**src/rtl/serial_logic_unit.sv**
```systemverilog
// Bit-serial two-operand logic unit. Latches two operands and an operation
// select, evaluates one bit per clock LSB first through a NAND-only per-bit
// operator, then publishes the full result and its even parity with a
// one-cycle done pulse.
//
// state   | meaning
// --------+------------------------------------------------------------
// S_IDLE  | waiting for start; result/parity hold the last completed op
// S_SHIFT | evaluating one bit per clock into acc, LSB first
// S_DONE  | one-cycle completion pulse; start here begins a new op at once
module serial_logic_unit #(
  parameter int WIDTH = 8
) (
  input  logic             clk,
  input  logic             rst_n,
  input  logic             start,
  input  logic [1:0]       mode,
  input  logic [WIDTH-1:0] a,
  input  logic [WIDTH-1:0] b,
  output logic             busy,
  output logic             done,
  output logic [WIDTH-1:0] result,
  output logic             parity
);

  localparam int CW = $clog2(WIDTH + 1);
  localparam logic [CW-1:0] CNT_LAST = CW'(WIDTH - 1);

  localparam logic [1:0] S_IDLE  = 2'd0;
  localparam logic [1:0] S_SHIFT = 2'd1;
  localparam logic [1:0] S_DONE  = 2'd2;

  localparam logic [1:0] M_XOR  = 2'b00;
  localparam logic [1:0] M_AND  = 2'b01;
  localparam logic [1:0] M_OR   = 2'b10;

  logic [1:0]       state;
  logic [WIDTH-1:0] sa, sb, acc;
  logic [1:0]       mode_q;
  logic [CW-1:0]    cnt;

  logic             bit_val;
  logic [WIDTH-1:0] acc_next;

  function automatic logic nand2(input logic p, input logic q);
    return ~(p & q);
  endfunction

  // Per-bit operator on the current LSBs, composed strictly of 2-input NANDs.
  always_comb begin
    logic p, q, n_pq, not_p, not_q, and_pq, or_pq, or_n, x_t, xor_pq;
    p       = sa[0];
    q       = sb[0];
    n_pq    = nand2(p, q);
    not_p   = nand2(p, p);
    not_q   = nand2(q, q);
    and_pq  = nand2(n_pq, n_pq);
    or_pq   = nand2(not_p, not_q);
    // OR(NOT p, NOT q): invert each inverted input again before the NAND.
    or_n    = nand2(nand2(not_p, not_p), nand2(not_q, not_q));
    x_t     = nand2(or_n, or_pq);
    xor_pq  = nand2(x_t, x_t);
    bit_val = 1'b0;
    case (mode_q)
      M_XOR:   bit_val = xor_pq;
      M_AND:   bit_val = and_pq;
      M_OR:    bit_val = or_pq;
      default: bit_val = n_pq;
    endcase
  end

  // New bit enters at the MSB; written as shift/or so WIDTH=1 stays legal.
  assign acc_next = (acc >> 1) | (WIDTH'(bit_val) << (WIDTH - 1));

  assign busy = (state == S_SHIFT);
  assign done = (state == S_DONE);

  // Sequencer: accept, shift one bit per clock, publish on the last bit.
  always_ff @(posedge clk or negedge rst_n) begin
    if (!rst_n) begin
      state  <= S_IDLE;
      sa     <= '0;
      sb     <= '0;
      acc    <= '0;
      mode_q <= 2'b00;
      cnt    <= '0;
      result <= '0;
      parity <= 1'b0;
    end else begin
      case (state)
        S_IDLE, S_DONE: begin
          if (start) begin
            sa     <= a;
            sb     <= b;
            mode_q <= mode;
            cnt    <= '0;
            acc    <= '0;
            state  <= S_SHIFT;
          end else begin
            state  <= S_IDLE;
          end
        end
        S_SHIFT: begin
          acc <= acc_next;
          sa  <= sa >> 1;
          sb  <= sb >> 1;
          cnt <= cnt + CW'(1);
          if (cnt == CNT_LAST) begin
            result <= acc_next;
            parity <= ^acc_next;
            state  <= S_DONE;
          end
        end
        default: state <= S_IDLE;
      endcase
    end
  end

endmodule

```
**config.mk**
```make
export PLATFORM = sky130hd
export DESIGN_NAME = serial_logic_unit
export DESIGN_NICKNAME = d
export VERILOG_FILES = /design/src/rtl/serial_logic_unit.sv
export SDC_FILE = /design/constraint.sdc
export NUM_CORES = 1
export LEC_CHECK = 0
export BUFFER_PORTS_ARGS = -buffer_cell sky130_fd_sc_hd__buf_2
export CAP_MARGIN = 5
export CORE_ASPECT_RATIO = 0.5
export CORE_MARGIN = 2
export CORE_UTILIZATION = 40
export DETAILED_ROUTE_END_ITERATION = 6
export PLACE_DENSITY = 0.69
export SYNTH_ARGS = -nofsm -noshare
export SYNTH_HDL_FRONTEND = slang
export SYNTH_SLANG_ARGS = --single-unit
```
**constraint.sdc**
```tcl
create_clock -name clk -period 1.6 [get_ports clk]
set_clock_uncertainty 0.05 [all_clocks]
set_input_delay 0.32 -clock clk [delete_from_list [all_inputs] [get_ports clk]]
set_output_delay 0.32 -clock clk [all_outputs]
set_load 0.02 [all_outputs]
```
==> results of run 1 <==
per-layer routing:
metal  share of wire  up-vias
li1                -      604
met1            0.49      593
met2            0.45       22
met3           0.051        4
met4           0.011        0
met5               0        -
cell families after synthesis:
logic type               count (synthesis)  synth area share
XOR/XNOR                                 6            0.0389
flip-flops                              40             0.587
adder cells (fa/ha/maj)                  3            0.0220
AND/OR/NAND/NOR                         46             0.115
buffers and inverters                   11            0.0264
AO/OA/AOI/OAI                           30             0.131
multiplexers                            11            0.0799
per-stage QoR:
step	instances	instance area (um2)	utilization	hold slack [ns]	setup TNS (ns)
after floorplan	147	1710	-	-0.0256	0
after global placement	236	1980	0.495	0.357	-0.552
after detailed placement	236	1980	0.495	0.364	-0.977
after CTS	245	2100	0.524	0.0357	-0.0179
after global routing	249	2140	0.535	0.0727	-0.0874
final	249	2140	0.535	0.0220	-0.0114
where the power goes:
part           switching, mW  internal, mW
Clock                  0.362         0.304
Combinational          0.996          1.17
Sequential             0.313          1.46
Total                   1.67          2.93
flip-flops by register name, indices dropped and copies added, names as in the netlist:
signal and cells:
cnt 4, parity 1, mode_q 2, sb 8, acc 7, result 8, sa 8, state 2
cell usage in the layout, fill, tap and decap left out, types with 2 or more instances in the layout:
master,count
clkbuf_8,5
clkinv_2,2
xnor2_1,5
mux2i_1,2
ha_1,2
a221o_1,2
a22oi_1,12
o21ai_0,6
dfrtp_1,40
mux2_2,7
nor3_1,2
a22o_1,9
nand2_1,33
buf_2,30
inv_2,3
buf_4,16
nor2_1,3
area by class of cell:
| type | count | area, um2 | share of cell area |
|---|---|---|---|
| repair buffers | 47 | 285 | 0.133 |
| flip-flops and latches | 40 | 1000 | 0.467 |
| well taps | 54 | 67.6 | 0.0315 |
| multi-input cells | 96 | 686 | 0.320 |
| clock buffers | 5 | 68.8 | 0.0321 |
| clock inverters | 3 | 18.8 | 0.00876 |
| inverters | 4 | 15.0 | 0.00701 |
Yosys cell counts:
cell | n | share of area
a21oi_1 | 1 | 0.0029
a221o_1 | 2 | 0.012
a22o_1 | 9 | 0.046
a22oi_1 | 12 | 0.053
and2_1 | 1 | 0.0037
and3b_1 | 1 | 0.0051
buf_1 | 2 | 0.0044
buf_2 | 3 | 0.0088
clkbuf_1 | 2 | 0.0044
dfrtp_1 | 40 | 0.59
ha_1 | 3 | 0.022
inv_1 | 3 | 0.0066
inv_2 | 1 | 0.0022
mux2_2 | 7 | 0.046
mux2_4 | 1 | 0.0088
mux2i_1 | 2 | 0.012
mux2i_4 | 1 | 0.013
nand2_1 | 33 | 0.073
nand2b_1 | 2 | 0.0073
nand3_1 | 1 | 0.0029
nand4_1 | 1 | 0.0037
nor2_1 | 3 | 0.0066
nor2b_1 | 2 | 0.0073
nor3_1 | 2 | 0.0059
o21ai_0 | 6 | 0.018
xnor2_1 | 5 | 0.026
xnor3_1 | 1 | 0.013
what timing repair did:
item | 4_1_cts | 5_1_grt
pin swaps | 1 | 0
endpoints found under the hold margin | 0 | 0
endpoints found under the setup margin | 9 | 12
hold buffers | 0 | 0
resized for setup | 6 | 4
buffers inserted | 1 | 4
how the worst max path moves through the flow:
| stage | startpoint | endpoint | slack [ns] | cells past startpoint |
|---|---|---|---|---|
| floorplan | sa[0] | parity | 0.05 | 6 |
| global placement | cnt[0] | result[2] | -0.08 | 4 |
| detailed placement | cnt[0] | result[3] | -0.14 | 4 |
| CTS | sa[0] | parity | -0.02 | 6 |
| global route | sa[0] | parity | -0.09 | 6 |
| finish | sa[0] | parity | -0.01 | 6 |
==> out/summary.txt, run 1 <==
Setup slack, reg-to-reg = -0.01 ns
Clk_lat worst skew = 0.30 ns
DRC viols = 0
Total number of vias = 1223
WP buf/inv = 1
Maximum vdd drop = 810 uV
Vias in the first global route = 1227
CP Cell Sequence = inv_2, ha_4, mux2_4, mux2i_4, xnor3_1, a21oi_1
Setup repair after global routing missed its margin = yes
TritonCTS clock tree = done
Fillers = 363
Met1 usage = 0.217
Share of layout cells above drive strength 1 = 0.364
Critical path class = reg -> reg
Met3 Use GR = 0.0511
Maximum clock frequency = 621 MHz
CP startpoint kind = register
Max Cap Viol = 0
Violated checks = setup timing
Initial antenna violation count = 0
WL final = 3.23 mm
Reg2Reg Launch Point = sa[0]
Final min period = 1.61 ns
Post-DP HPWL = 2.16 mm
Seq/Total Area, Yosys = 0.587
Reg2Reg Depth = 6
Inserted Clock Buffers = 5
RePlAce Congestion = 0.769
Final worst slack = -0.0114 ns
Die height = 50.2 um
Core Region = 0.00400 mm2
Std cell rows = 16
Power density cells = 2150 mW/mm2
Area Overhead vs Synth = 25.5%
DR pass1 iterations = 4
Critical path peak fanout = 2
CP top delay family = multiplexers
Chip Width = 96.4 um
First-pass GRT wire length = 5.73 mm
Port bufs = 31
Largest net degree at the start of global routing = 41
Max transition margin = 0.668
Num ports = 32
Slowest stage delay, CP = 0.40 ns
Worst endpoint required time = 1.77 ns
Most Crowded Layer GR = met2
Status = finished, violations left
Crit-path slowest cell = dfrtp_1
Drt via density = 4.91
Yosys cell types = 27
Syn nets = 171
H-Tree Depth = 2
Leakage = 1.07 nW
ANT cells = 0
Worst Max-Slew Pin Slew = 0.498 ns
Final period util = 1.01
DR iter-0 viols = 102
Clock slew at reported path FFs = 0.09 ns
Seq cells post-synth = 40
Met2 GRT Util = 0.233
Final nets = 218
CTS sink cnt = 40
ANT nets after route = 0
Die ar. = 0.00484 mm2
Max-slew violation count = 0
Dpl ws = -0.135 ns
CTS root buf = clkbuf_8
CP arrival = 1.78 ns
Routed len/inst = 13.0 um
Hold/Removal Path Class = in -> async
Warnings from Yosys = 0
Longest Clk Path Bufs = 2
GRT Residual Overflow = 0
Syn Area/Cell = 11.6 um2
Final setup fails = 1
Gr usage total = 0.158
RR Endpoint = parity
Final hold vios = 0
Nature of the critical path endpoint = register
Final Total Pwr = 4.60 mW
Initial Util = 0.426
Cells after Synth = 147
Mapped Area = 0.00171 mm2
(Power assumes the default switching activity.)
==> run 2, diff against run 1 <==
--- a/config.mk
+++ b/config.mk
@@ -12,6 +12,7 @@
 export CORE_UTILIZATION = 40
 export DETAILED_ROUTE_END_ITERATION = 6
 export PLACE_DENSITY = 0.69
+export SETUP_SLACK_MARGIN = 0.02
 export SYNTH_ARGS = -nofsm -noshare
 export SYNTH_HDL_FRONTEND = slang
 export SYNTH_SLANG_ARGS = --single-unit
==> out/summary.txt, run 2 (synthesized netlist as in run 1, its figures left out) <==
Status = finished, violations left
Violated checks = setup timing
Worst Max-Slew Pin Slew = 0.496 ns (-0.00195 ns)
Post-layout instance area = 0.00214 mm2 (unchanged)
Multi-input gate area = 686 um2 (unchanged)
Max transition margin = 0.670 (+0.00130)
Inserted Clock Buffers = 5 (unchanged)
Leakage = 1.07 nW (about the same)
Largest net degree at the start of global routing = 41 (unchanged)
Setup repair after global routing missed its margin = yes
Nature of the critical path endpoint = register
Final Total Pwr = 4.60 mW (about the same)
Num ports = 32 (unchanged)
Biggest regs = result: 8 flops, sa: 8 flops, sb: 8 flops
RR Endpoint = parity
Final worst slack = -0.0117 ns (-0.000297 ns)
Post-DP HPWL = 2.16 mm (unchanged)
Fillers = 364 (+0.28%)
Std cell rows = 16 (unchanged)
Chip Width = 96.4 um (unchanged)
Total number of vias = 1237 (+1.1%)
CTS root buf = clkbuf_8
TritonCTS clock tree = done
Port bufs = 31 (unchanged)
CP startpoint kind = register
Die ar. = 0.00484 mm2 (unchanged)
ANT cells = 0 (unchanged)
Critical path peak fanout = 2 (unchanged)
Share of layout cells above drive strength 1 = 0.364 (unchanged)
Final hold vios = 0 (unchanged)
Die height = 50.2 um (unchanged)
DP Cell Count = 236 (unchanged)
Routed len/inst = 12.9 um (-0.12%)
Maximum clock frequency = 620 MHz (about the same)
WHS = 0.0222 ns (+0.000218 ns)
Reg2Reg Launch Point = sa[0]
Clock slew at reported path FFs = 0.08 ns (about the same)
Hold/Removal Path Class = in -> async
DRC viols = 0 (unchanged)
Worst endpoint required time = 1.77 ns (about the same)
ANT nets after route = 0 (unchanged)
Post-CTS Hold Fix Bufs = 0 (unchanged)
RePlAce Congestion = 0.769 (unchanged)
Final core utilization = 0.535 (unchanged)
DR pass1 iterations = 4 (unchanged)
GRT Residual Overflow = 0 (unchanged)
H-Tree Depth = 2 (unchanged)
Max Cap Viol = 0 (unchanged)
Clk_lat worst skew = 0.29 ns (about the same)
Reg2Reg Depth = 6 (unchanged)
Commonest non-fill, non-tap cell in the layout = dfrtp_1
DR iter-0 viols = 62 (-39%)
First-pass GRT wire length = 5.74 mm (+0.12%)
Reg area = 0.00100 mm2 (unchanged)
Gr usage total = 0.158 (+0.000326)
Most frequent cells in the layout = dfrtp_1 (40), nand2_1 (33), buf_2 (30)
CP arrival = 1.78 ns (about the same)
CTS sink cnt = 40 (unchanged)
Area Overhead vs Synth = 25.5% (unchanged)
Critical path class = reg -> reg
Finished Layout Cells = 249 (unchanged)
Power density cells = 2150 mW/mm2 (about the same)
WL final = 3.22 mm (-0.12%)
Max-slew violation count = 0 (unchanged)
Vias in the first global route = 1229 (+0.16%)
Final min period = 1.61 ns (+0.000297 ns)
Dpl cell area = 0.00198 mm2 (unchanged)
Core Region = 0.00400 mm2 (unchanged)
Final period util = 1.01 (about the same)
Final nets = 218 (unchanged)
Longest Clk Path Bufs = 2 (unchanged)
Drt via density = 4.97 (+1.1%)
Initial Util = 0.426 (unchanged)
Final setup fails = 1 (unchanged)
Maximum vdd drop = 833 uV (+2.9%)
Initial antenna violation count = 0 (unchanged)
Setup slack, reg-to-reg = -0.01 ns (about the same)
## run 2: timing repair
item	CTS	global route
gates resized for setup	7	3
setup buffers	1	4
setup endpoints to repair	9	6
pin swaps	1	1
hold endpoints to repair	0	0
## run 2: how the worst max path moves through the flow
stage,to,slack [ns],start,cells past startpoint
6_report,parity,-0.01,sa[0],6
5_1_grt,parity,-0.09,sa[0],6
4_1_cts,parity,-0.02,sa[0],6
3_5_place_dp,result[3],-0.14,cnt[0],4
3_3_place_gp,result[2],-0.08,cnt[0],4
2_1_floorplan,parity,0.05,sa[0],6
## run 2: metrics by stage
| step | setup TNS [ns] | worst slack [ns] |
|---|---|---|
| after floorplan | 0 | 0.0514 |
| final | -0.0117 | -0.0117 |
| after global placement | -0.552 | -0.0757 |
| after CTS | -0.0177 | -0.0177 |
| after global routing | -0.0874 | -0.0874 |
| after detailed placement | -0.977 | -0.135 |
## run 2: report_power, final
group | switching [mW] | total [mW] | internal (mW)
clock network | 0.358 | 0.662 | 0.304
logic | 0.998 | 2.16 | 1.17
registers | 0.313 | 1.77 | 1.46
total | 1.67 | 4.60 | 2.93
## run 2: critical path, stage by stage (launching register included)
cell and delay [ns]:
dfrtp_1 0.40, inv_2 0.09, ha_4 0.20, mux2_4 0.27
mux2i_4 0.17, xnor3_1 0.25, a21oi_1 0.12
## run 2: cell type report
| class | instances | share of cell area |
|---|---|---|
| Sequential cell | 40 | 0.467 |
| Multi-Input combinational cell | 96 | 0.320 |
| Timing Repair Buffer | 47 | 0.133 |
| Clock buffer | 5 | 0.0321 |
| Tap cell | 54 | 0.0315 |
| Clock inverter | 3 | 0.00876 |
| Inverter | 4 | 0.00701 |
## run 2: metal layers
metal  vias to the layer above  track usage  part of all wire
li1                        603            -                 -
met5                         -            0                 0
met4                         0       0.0634             0.011
met1                       597        0.217              0.47
met2                        33        0.234              0.45
met3                         4       0.0511             0.073
